**config.mk**
```make
export PLATFORM = sky130hd
export DESIGN_NAME = multicast_dispatch
export DESIGN_NICKNAME = d
export VERILOG_FILES = /design/src/rtl/multicast_dispatch_pkg.sv /design/src/rtl/multicast_dispatch_decode.sv /design/src/rtl/multicast_dispatch.sv
export SDC_FILE = /design/constraint.sdc
export NUM_CORES = 1
export LEC_CHECK = 0
export CAP_MARGIN = 20
export CELL_PAD_IN_SITES_DETAIL_PLACEMENT = 1
export CELL_PAD_IN_SITES_GLOBAL_PLACEMENT = 1
export CORE_MARGIN = 4
export CORE_UTILIZATION = 25
export DETAILED_ROUTE_END_ITERATION = 16
export PLACE_DENSITY_LB_ADDON = 0.1
export SYNTH_ARGS = -nofsm -noshare
export SYNTH_HDL_FRONTEND = slang
export SYNTH_SLANG_ARGS = --single-unit
```
**constraint.sdc**
```tcl
create_clock -name clk_i -period 2.5 [get_ports clk_i]
set_clock_uncertainty 0.1 [all_clocks]
set_input_delay 0.5 -clock clk_i [delete_from_list [all_inputs] [get_ports clk_i]]
set_output_delay 0.5 -clock clk_i [all_outputs]
set_load 0.05 [all_outputs]
```
**src/rtl/multicast_dispatch_pkg.sv**
```systemverilog
// ============================================================================
//  Module      : multicast_dispatch_pkg
//  Description : Shared types and constants for the multicast dispatch block.
//  Revision    : 1.0 - initial release
// ============================================================================
`default_nettype none

package multicast_dispatch_pkg;

    localparam int unsigned CntWidth = 32;

    typedef enum logic [1:0] {
        IDLE  = 2'd0,
        FORK  = 2'd1,
        ERROR = 2'd2
    } dispatch_state_e;

    // Default address, payload and rule types used when the instantiator
    // does not supply its own; end_addr is exclusive.
    typedef logic [31:0] addr_word_t;
    typedef logic [31:0] data_word_t;

    typedef struct packed {
        logic [31:0] idx;
        addr_word_t  start_addr;
        addr_word_t  end_addr;
    } rule_word_t;

endpackage

`default_nettype wire

```
**src/rtl/multicast_dispatch_decode.sv**
```systemverilog
// ============================================================================
//  Module      : multiaddr_decode
//  Description : Combinational address decoder; every rule whose
//                [start_addr, end_addr) window contains the address sets the
//                mask bit of its target index.
//  Revision    : 1.0 - initial release
// ============================================================================
`default_nettype none

module multiaddr_decode
    import multicast_dispatch_pkg::*;
#(
    parameter int unsigned NoIndices = 32'd2,
    parameter int unsigned NoRules   = 32'd1,
    parameter type         addr_t    = addr_word_t,
    parameter type         rule_t    = rule_word_t
) (
    input  rule_t [NoRules-1:0] addr_map_i,
    input  addr_t               addr_i,
    output logic [NoIndices-1:0] mask_o,
    output logic                dec_valid_o,
    output logic                dec_error_o
);

    always_comb begin
        mask_o = '0;
        for (int unsigned i = 0; i < NoRules; i++) begin
            for (int unsigned j = 0; j < NoIndices; j++) begin
                if ((addr_i >= addr_map_i[i].start_addr) &&
                    (addr_i <  addr_map_i[i].end_addr) &&
                    (addr_map_i[i].idx == j)) begin
                    mask_o[j] = 1'b1;
                end
            end
        end
    end

    assign dec_valid_o = |mask_o;
    assign dec_error_o = ~dec_valid_o;

endmodule

`default_nettype wire

```
**src/rtl/multicast_dispatch.sv**
```systemverilog
// ============================================================================
//  Module      : multicast_dispatch
//  Description : Accepts one request, decodes it against a runtime address
//                map and forks it to every matched target, or reports a
//                decode miss on a handshaked error channel.
//                Optional request/error counters: MULTICAST_DISPATCH_CNT_EN.
//  Revision    : 1.0 - initial release
// ============================================================================
`default_nettype none

module multicast_dispatch
    import multicast_dispatch_pkg::*;
#(
    parameter int unsigned NoIndices = 32'd2,
    parameter int unsigned NoRules   = 32'd1,
    parameter type         addr_t    = addr_word_t,
    parameter type         rule_t    = rule_word_t,
    parameter type         data_t    = data_word_t
) (
    input  logic                 clk_i,
    input  logic                 rst_i,
    input  rule_t [NoRules-1:0]  addr_map_i,
    input  logic                 valid_i,
    output logic                 ready_o,
    input  addr_t                addr_i,
    input  data_t                data_i,
    output logic [NoIndices-1:0] valid_o,
    input  logic [NoIndices-1:0] ready_i,
    output data_t                data_o,
    output logic                 err_valid_o,
    input  logic                 err_ready_i,
    output addr_t                err_addr_o,
    output logic [CntWidth-1:0]  cnt_req_o,
    output logic [CntWidth-1:0]  cnt_err_o
);

    if (NoRules == 0) begin : g_bad_rules
        $error("multicast_dispatch: NoRules must be > 0");
    end
    if (NoIndices == 0) begin : g_bad_indices
        $error("multicast_dispatch: NoIndices must be > 0");
    end

    dispatch_state_e      r_state;
    dispatch_state_e      w_state_next;
    logic [NoIndices-1:0] r_pending;
    logic [NoIndices-1:0] w_pending_next;
    logic [NoIndices-1:0] w_mask;
    logic                 w_dec_valid;
    logic                 w_dec_error;
    logic                 w_accept;
    addr_t                r_addr;
    data_t                r_data;

    multiaddr_decode #(
        .NoIndices (NoIndices),
        .NoRules   (NoRules),
        .addr_t    (addr_t),
        .rule_t    (rule_t)
    ) u_decode (
        .addr_map_i  (addr_map_i),
        .addr_i      (addr_i),
        .mask_o      (w_mask),
        .dec_valid_o (w_dec_valid),
        .dec_error_o (w_dec_error)
    );

    wire w_unused = &{1'b0, w_dec_error};

    // ready_o is held low while reset is asserted, even though the state
    // register already reads IDLE.
    assign ready_o  = (r_state == IDLE) && !rst_i;
    assign w_accept = valid_i && ready_o;

    always_comb begin
        w_state_next   = r_state;
        w_pending_next = r_pending & ~(valid_o & ready_i);
        valid_o        = '0;
        err_valid_o    = 1'b0;
        case (r_state)
            IDLE: begin
                if (w_accept) begin
                    w_state_next = w_dec_valid ? FORK : ERROR;
                end
            end
            FORK: begin
                valid_o        = r_pending;
                w_pending_next = r_pending & ~(r_pending & ready_i);
                if (w_pending_next == '0) begin
                    w_state_next = IDLE;
                end
            end
            ERROR: begin
                err_valid_o = 1'b1;
                if (err_ready_i) begin
                    w_state_next = IDLE;
                end
            end
            default: w_state_next = IDLE;
        endcase
    end

    always_ff @(posedge clk_i) begin
        if (rst_i) begin
            r_state   <= IDLE;
            r_pending <= '0;
            r_addr    <= '0;
            r_data    <= '0;
        end else begin
            r_state <= w_state_next;
            if (w_accept) begin
                r_addr    <= addr_i;
                r_data    <= data_i;
                r_pending <= w_mask;
            end else if (r_state == FORK) begin
                r_pending <= w_pending_next;
            end
        end
    end

    assign data_o     = r_data;
    assign err_addr_o = r_addr;

`ifdef MULTICAST_DISPATCH_CNT_EN
    logic [CntWidth-1:0] r_cnt_req;
    logic [CntWidth-1:0] r_cnt_err;
    logic                w_to_fork;
    logic                w_to_error;

    assign w_to_fork  = w_accept && w_dec_valid;
    assign w_to_error = w_accept && !w_dec_valid;

    always_ff @(posedge clk_i) begin
        if (rst_i) begin
            r_cnt_req <= '0;
            r_cnt_err <= '0;
        end else begin
            if (w_to_fork && (r_cnt_req != '1)) begin
                r_cnt_req <= r_cnt_req + CntWidth'(1);
            end
            if (w_to_error && (r_cnt_err != '1)) begin
                r_cnt_err <= r_cnt_err + CntWidth'(1);
            end
        end
    end

    assign cnt_req_o = r_cnt_req;
    assign cnt_err_o = r_cnt_err;
`else
    assign cnt_req_o = '0;
    assign cnt_err_o = '0;
`endif

endmodule

`default_nettype wire

```
==> out/qor.yml, run 1 <==
final_core_util_pct: 43.2
cap_violations: 0
switchingPower_mw: 1.44
antennaDiodeCount: 0
synth_cell_types: 38
synth-edff-count: 0
fillers: 2189
grt_max_degree: 68
tightest_slew_ps: 570
drc_errors: 0
synth_flop_cell: "dfxtp_1"
dieArea_um2: 21000
syn_to_final_growth_pct: 68.1
io_buffers: 233
met3_usage_pct: 3.65
grt_pass1_vias: 5246
cts_made_buffers: 9
crit_fanout: 3
clock_path_buffers: 2
antenna_left: 0
die_w_um: 145
overflow: 0
peakVddDrop_v: 0.000281
r2r_setup_slack_ps: 850
grt_first_pass_wirelength_um: 25800
met1_usage_pct: 17.6
min_from: "err_addr_o[30]"
synthTopCellsByCount: "92 x nand2_1, 77 x o21ai_0, 69 x inv_1"
final.setup.tns_ps: 0
synth.cell_area_um2: 4680
routedWlPerCell_um: 15.7
synthTopCellsByArea: "dfxtp_1 29%, ha_1 17%, buf_4 10%"
antenna_found_initial: 0
timing.rr.start: "r_state[0]"
via_per_inst: 4.30
finalSetupViolCount: 0
top_usage_layer: "met2"
worstReg2RegEnd: "data_o[10]"
leakage_nw: 3.48
path_clk_slew_ps: 60
ios: 298
finalWeightedCongestion: 0.809
cts_tree: "yes"
slew-limit-headroom_pct: 61.9
drtIter0Drc: 120
firstDrtPassIters: 4
netlist_instances: 610
status: "finished clean"
grt_usage_pct: 15.6
h-tree-depth: 3
yosys_warnings: 0
combPwrFrac_pct: 37.1
power_mw: 4.08
rows: 49
crit_type: "input pin to register"
period_minus_slack_ps: 2410
synth_top_area_share_pct: 29.1
wl_um: 17400
die_y_um: 145
insertion_delay_ps: 330
yosysSeqAreaShare_pct: 29.1
critPathRequiredTime_ps: 2600
sw_frac_of_total_pct: 35.3
power_density_nw_per_um2: 519
min_to: "err_addr_o[30]"
synth.avg_cell_area_um2: 7.67
hold_slack_ps: 371
drv_slew: 0
cts-root-buf: "clkbuf_16"
reg2reg_depth: 4
grt_util_met2_pct: 28.5
hold_path_class: "register to register"
initial_utilization_pct: 25.7
startpoint_type: "input pin"
post_cts_buffers: 0
internal_power_mw: 2.64
yosys.area.top_type: "dfxtp_1"
drive_gt1_share_pct: 10.9
coreArea_um2: 18200
clock_power_share_pct: 32.8
end_kind: "register"
clock_sinks: 68
synth.most_common_cell: "nand2_1"
async_reset_ff_share_pct: 0
hold-path-cell-count: 2
yosys_register_bits: 68
final_nets: 1105
fmax_mhz: 415
place_hpwl_um: 14500
hold_violations: 0
cp.arrival_ps: 2510
min_period_over_period_pct: 96.3
seqPwrFrac_pct: 30.1
vias: 4773
[metal layers]
| metal | up-vias | wire (um) | share of wire, % |
|---|---|---|---|
| li1 | 2417 | - | - |
| met1 | 2135 | 6820 | 39 |
| met2 | 199 | 8770 | 51 |
| met3 | 22 | 1420 | 8.2 |
| met4 | 0 | 348 | 2.0 |
| met5 | - | 0 | 0 |
[registers in the layout, summed over array words and instances (netlist names)]
| signal | cells |
|---|---|
| err_addr_o | 32 |
| r_pending | 2 |
| r_state | 2 |
| data_o | 32 |
[critical path: stages]
cell and delay [ps]:
clkdlybuf4s50_1 480, inv_1 50, ha_1 290, nor2b_1 140, o211a_1 230, o311ai_4 300, a31oi_4 150, o2111ai_4 260
o21ai_1 100
[cells by family after synthesis]
logic type	synth area share, %
compound gates	14.6
fa+ha+maj	16.9
buf+inv	17.8
flops	29.1
other cells	0.0802
simple gates	21.6
[layout make-up]
cell class | instances | area, um^2 | area share, %
multi-input combinational | 451 | 2940 | 37.4
clock buffer | 10 | 229 | 2.91
clock inverter | 5 | 77.6 | 0.986
sequential | 68 | 1360 | 17.3
timing repair buffer | 277 | 2710 | 34.5
tap | 229 | 287 | 3.64
inverter | 69 | 259 | 3.29
[power by group through the flow]
stage	combinational, mW	sequential, mW	clock [mW]
after CTS	1.50	1.23	1.39
after floorplan	0.606	1.55	0
after detailed placement	1.49	1.25	0
after global placement	1.46	1.25	0
after global routing	1.63	1.24	1.44
final	1.52	1.23	1.34
[cells in the final DEF (no fill, tap or decap), drive strengths merged, types with 11 or more instances in the layout]
master and n:
clkdlybuf4s50 220, nand2 92, o21ai 80, inv 69, dfxtp 68, nand2b 65
conb 64, ha 63, buf 48, a21oi 25, nor4 11
[through the flow]
stage / instance area, um^2 / cells / setup slack [ps]
after floorplan: 4920 / 673 / 334
after global placement: 7320 / 1094 / -465
after detailed placement: 7320 / 1094 / -558
after CTS: 7660 / 1109 / 3.38
after global routing: 7860 / 1109 / -12.0
final: 7860 / 1109 / 91.6
[repair_timing]
item,in CTS,in global routing
endpoints found under the setup margin,4,4
pin swaps,7,20
resized for setup,5,38
hold buffers,0,0
[how the worst max path moves through the flow]
stage                    from        endpoint  cells after the start
4_1_cts        addr_map_i[45]      r_state[1]                     10
3_3_place_gp       addr_i[28]      r_state[0]                      9
3_5_place_dp       addr_i[28]      r_state[0]                      9
2_1_floorplan           rst_i  err_addr_o[10]                      7
6_report       addr_map_i[33]      r_state[0]                      9
5_1_grt        addr_map_i[58]      r_state[1]                      9
Power figures use the tool's default switching activity.
==> inputs of run 2 (changes only) <==
--- a/constraint.sdc
+++ b/constraint.sdc
@@ -3,3 +3,3 @@
 set_input_delay 0.5 -clock clk_i [delete_from_list [all_inputs] [get_ports clk_i]]
 set_output_delay 0.5 -clock clk_i [all_outputs]
-set_load 0.05 [all_outputs]
+set_load 0.005 [all_outputs]
==> out/qor.yml, run 2 (synthesized netlist as in run 1, its figures left out) <==
firstDrtPassIters: 4  # unchanged
slew-limit-headroom_pct: 60.8  # -1.1 points
cts_made_buffers: 9  # unchanged
cp.arrival_ps: 2580  # +70 ps
drv_slew: 0  # unchanged
antenna_left: 0  # unchanged
min_from: "err_addr_o[30]"
tightest_slew_ps: 588  # +18.1 ps
coreArea_um2: 18200  # unchanged
peakVddDrop_v: 0.000205  # -27%
drtIter0Drc: 102  # -15%
place_inst: 1091  # -0.27%
wl_um: 17300  # about the same
critPathRequiredTime_ps: 2630  # +30 ps
insertion_delay_ps: 340  # about the same
final.setup.tns_ps: 0  # unchanged
die_y_um: 145  # unchanged
leakage_nw: 3.44  # -1.2%
hold_path_class: "register to register"
startpoint_type: "input pin"
status: "finished clean"
power_density_nw_per_um2: 467  # -10%
period_minus_slack_ps: 2450  # +40.0 ps
finalSetupViolCount: 0  # unchanged
final_nets: 1104  # -0.090%
hold_violations: 0  # unchanged
rows: 49  # unchanged
cts-root-buf: "clkbuf_16"
hold_slack_ps: 375  # +4.75 ps
postLayoutSetupSlackWorst_ps: 51.5  # -40.0 ps
via_per_inst: 4.33  # +0.54%
cap_violations: 0  # unchanged
layout_common_cells: "228 x clkdlybuf4s50_1, 91 x nand2_1, 76 x o21ai_0"
vias: 4803  # +0.63%
final_core_util_pct: 42.8  # -0.43 points
timing.rr.start: "r_state[0]"
clock_path_buffers: 2  # unchanged
initial_utilization_pct: 25.7  # unchanged
die_w_um: 145  # unchanged
place_hpwl_um: 14500  # +0.44%
cts_tree: "yes"
ios: 298  # unchanged
critical_path.startpoint: "addr_map_i[57]"
grt_max_degree: 68  # unchanged
fin_cells: 1110  # +0.090%
io_buffers: 233  # unchanged
layout_commonest_cell: "clkdlybuf4s50_1"
grt_usage_pct: 16.0  # +0.46 points
drive_gt1_share_pct: 9.43  # -1.5 points
drc_errors: 0  # unchanged
antenna_found_initial: 0  # unchanged
crit_fanout: 2  # -1
dieArea_um2: 21000  # unchanged
clock_sinks: 68  # unchanged
end_kind: "register"
h-tree-depth: 3  # unchanged
overflow: 0  # unchanged
crit_type: "input pin to register"
fillers: 2173  # -0.73%
path_clk_slew_ps: 60  # about the same
syn_to_final_growth_pct: 66.5
grt_first_pass_wirelength_um: 26400  # +2.4%
finalWeightedCongestion: 0.798  # -1.3%
routedWlPerCell_um: 15.6  # -0.18%
grt_pass1_vias: 5294  # +0.91%
min_period_over_period_pct: 97.9  # +1.6 points
fmax_mhz: 408  # -1.6%
pre_cts_slack_ps: -492  # +65.9 ps
-- run 2: changes by cell type in the layout (fill, tap and decap cells not counted), sizes merged --
cell and delta:
diode +1, dlymetal6s2s -5, clkbuf -1, inv +2, buf -4, clkdlybuf4s50 +8
-- run 2: where the power goes --
part           internal (mW)  switching, mW
Clock                  0.881          0.540
Combinational          0.586          0.405
Sequential              1.18         0.0495
Total                   2.64          0.994
-- run 2: timing repair --
item / CTS / global route
cloned: 0 / 0
buffers inserted: 0 / 2
hold buffers: 0 / 0
endpoints found under the setup margin: 4 / 4
gates resized for setup: 4 / 23
pin swaps: 2 / 10
-- run 2: metrics by stage --
stage | total power [mW] | cell area (um^2)
CTS | 3.70 | 7640
finish | 3.64 | 7790
global placement | 2.20 | 7290
detailed placement | 2.23 | 7290
global route | 3.87 | 7780
floorplan | 1.65 | 4910
-- run 2: per-layer routing --
| layer | wire length (um) | up-vias | share of wire, % | track usage, % |
|---|---|---|---|---|
| met5 | 0 | - | 0 | 0 |
| met4 | 385 | 0 | 2.2 | 6.09 |
| met3 | 1210 | 22 | 7.0 | 4.11 |
| met2 | 8880 | 186 | 51 | 29.2 |
| met1 | 6870 | 2177 | 40 | 17.8 |
| li1 | - | 2418 | - | - |
-- run 2: critical path: stages --
cell,delay [ps]
clkdlybuf4s50_1,450
inv_1,70
ha_4,270
nand4_1,160
nor4_4,350
buf_4,180
nand2_4,60
a31oi_4,200
o32ai_1,90
or2_1,240
-- run 2: cell type report --
cell class / count / area, um^2 / share of cell area (%)
antenna: 1 / 2.50 / 0.0321
multi-input combinational: 451 / 2870 / 36.8
tap: 229 / 287 / 3.68
timing repair buffer: 276 / 2690 / 34.5
clock inverter: 7 / 98.8 / 1.27
clock buffer: 9 / 225 / 2.89
sequential: 68 / 1360 / 17.5
inverter: 69 / 259 / 3.33
-- run 2: final timing paths --
kind / slack [ps] / endpoint / cells past startpoint
max: 50 / r_state[1] / 10
min: 380 / err_addr_o[30] / 2
max reg2reg: 740 / err_addr_o[19] / 4
min reg2reg: 380 / err_addr_o[30] / 2
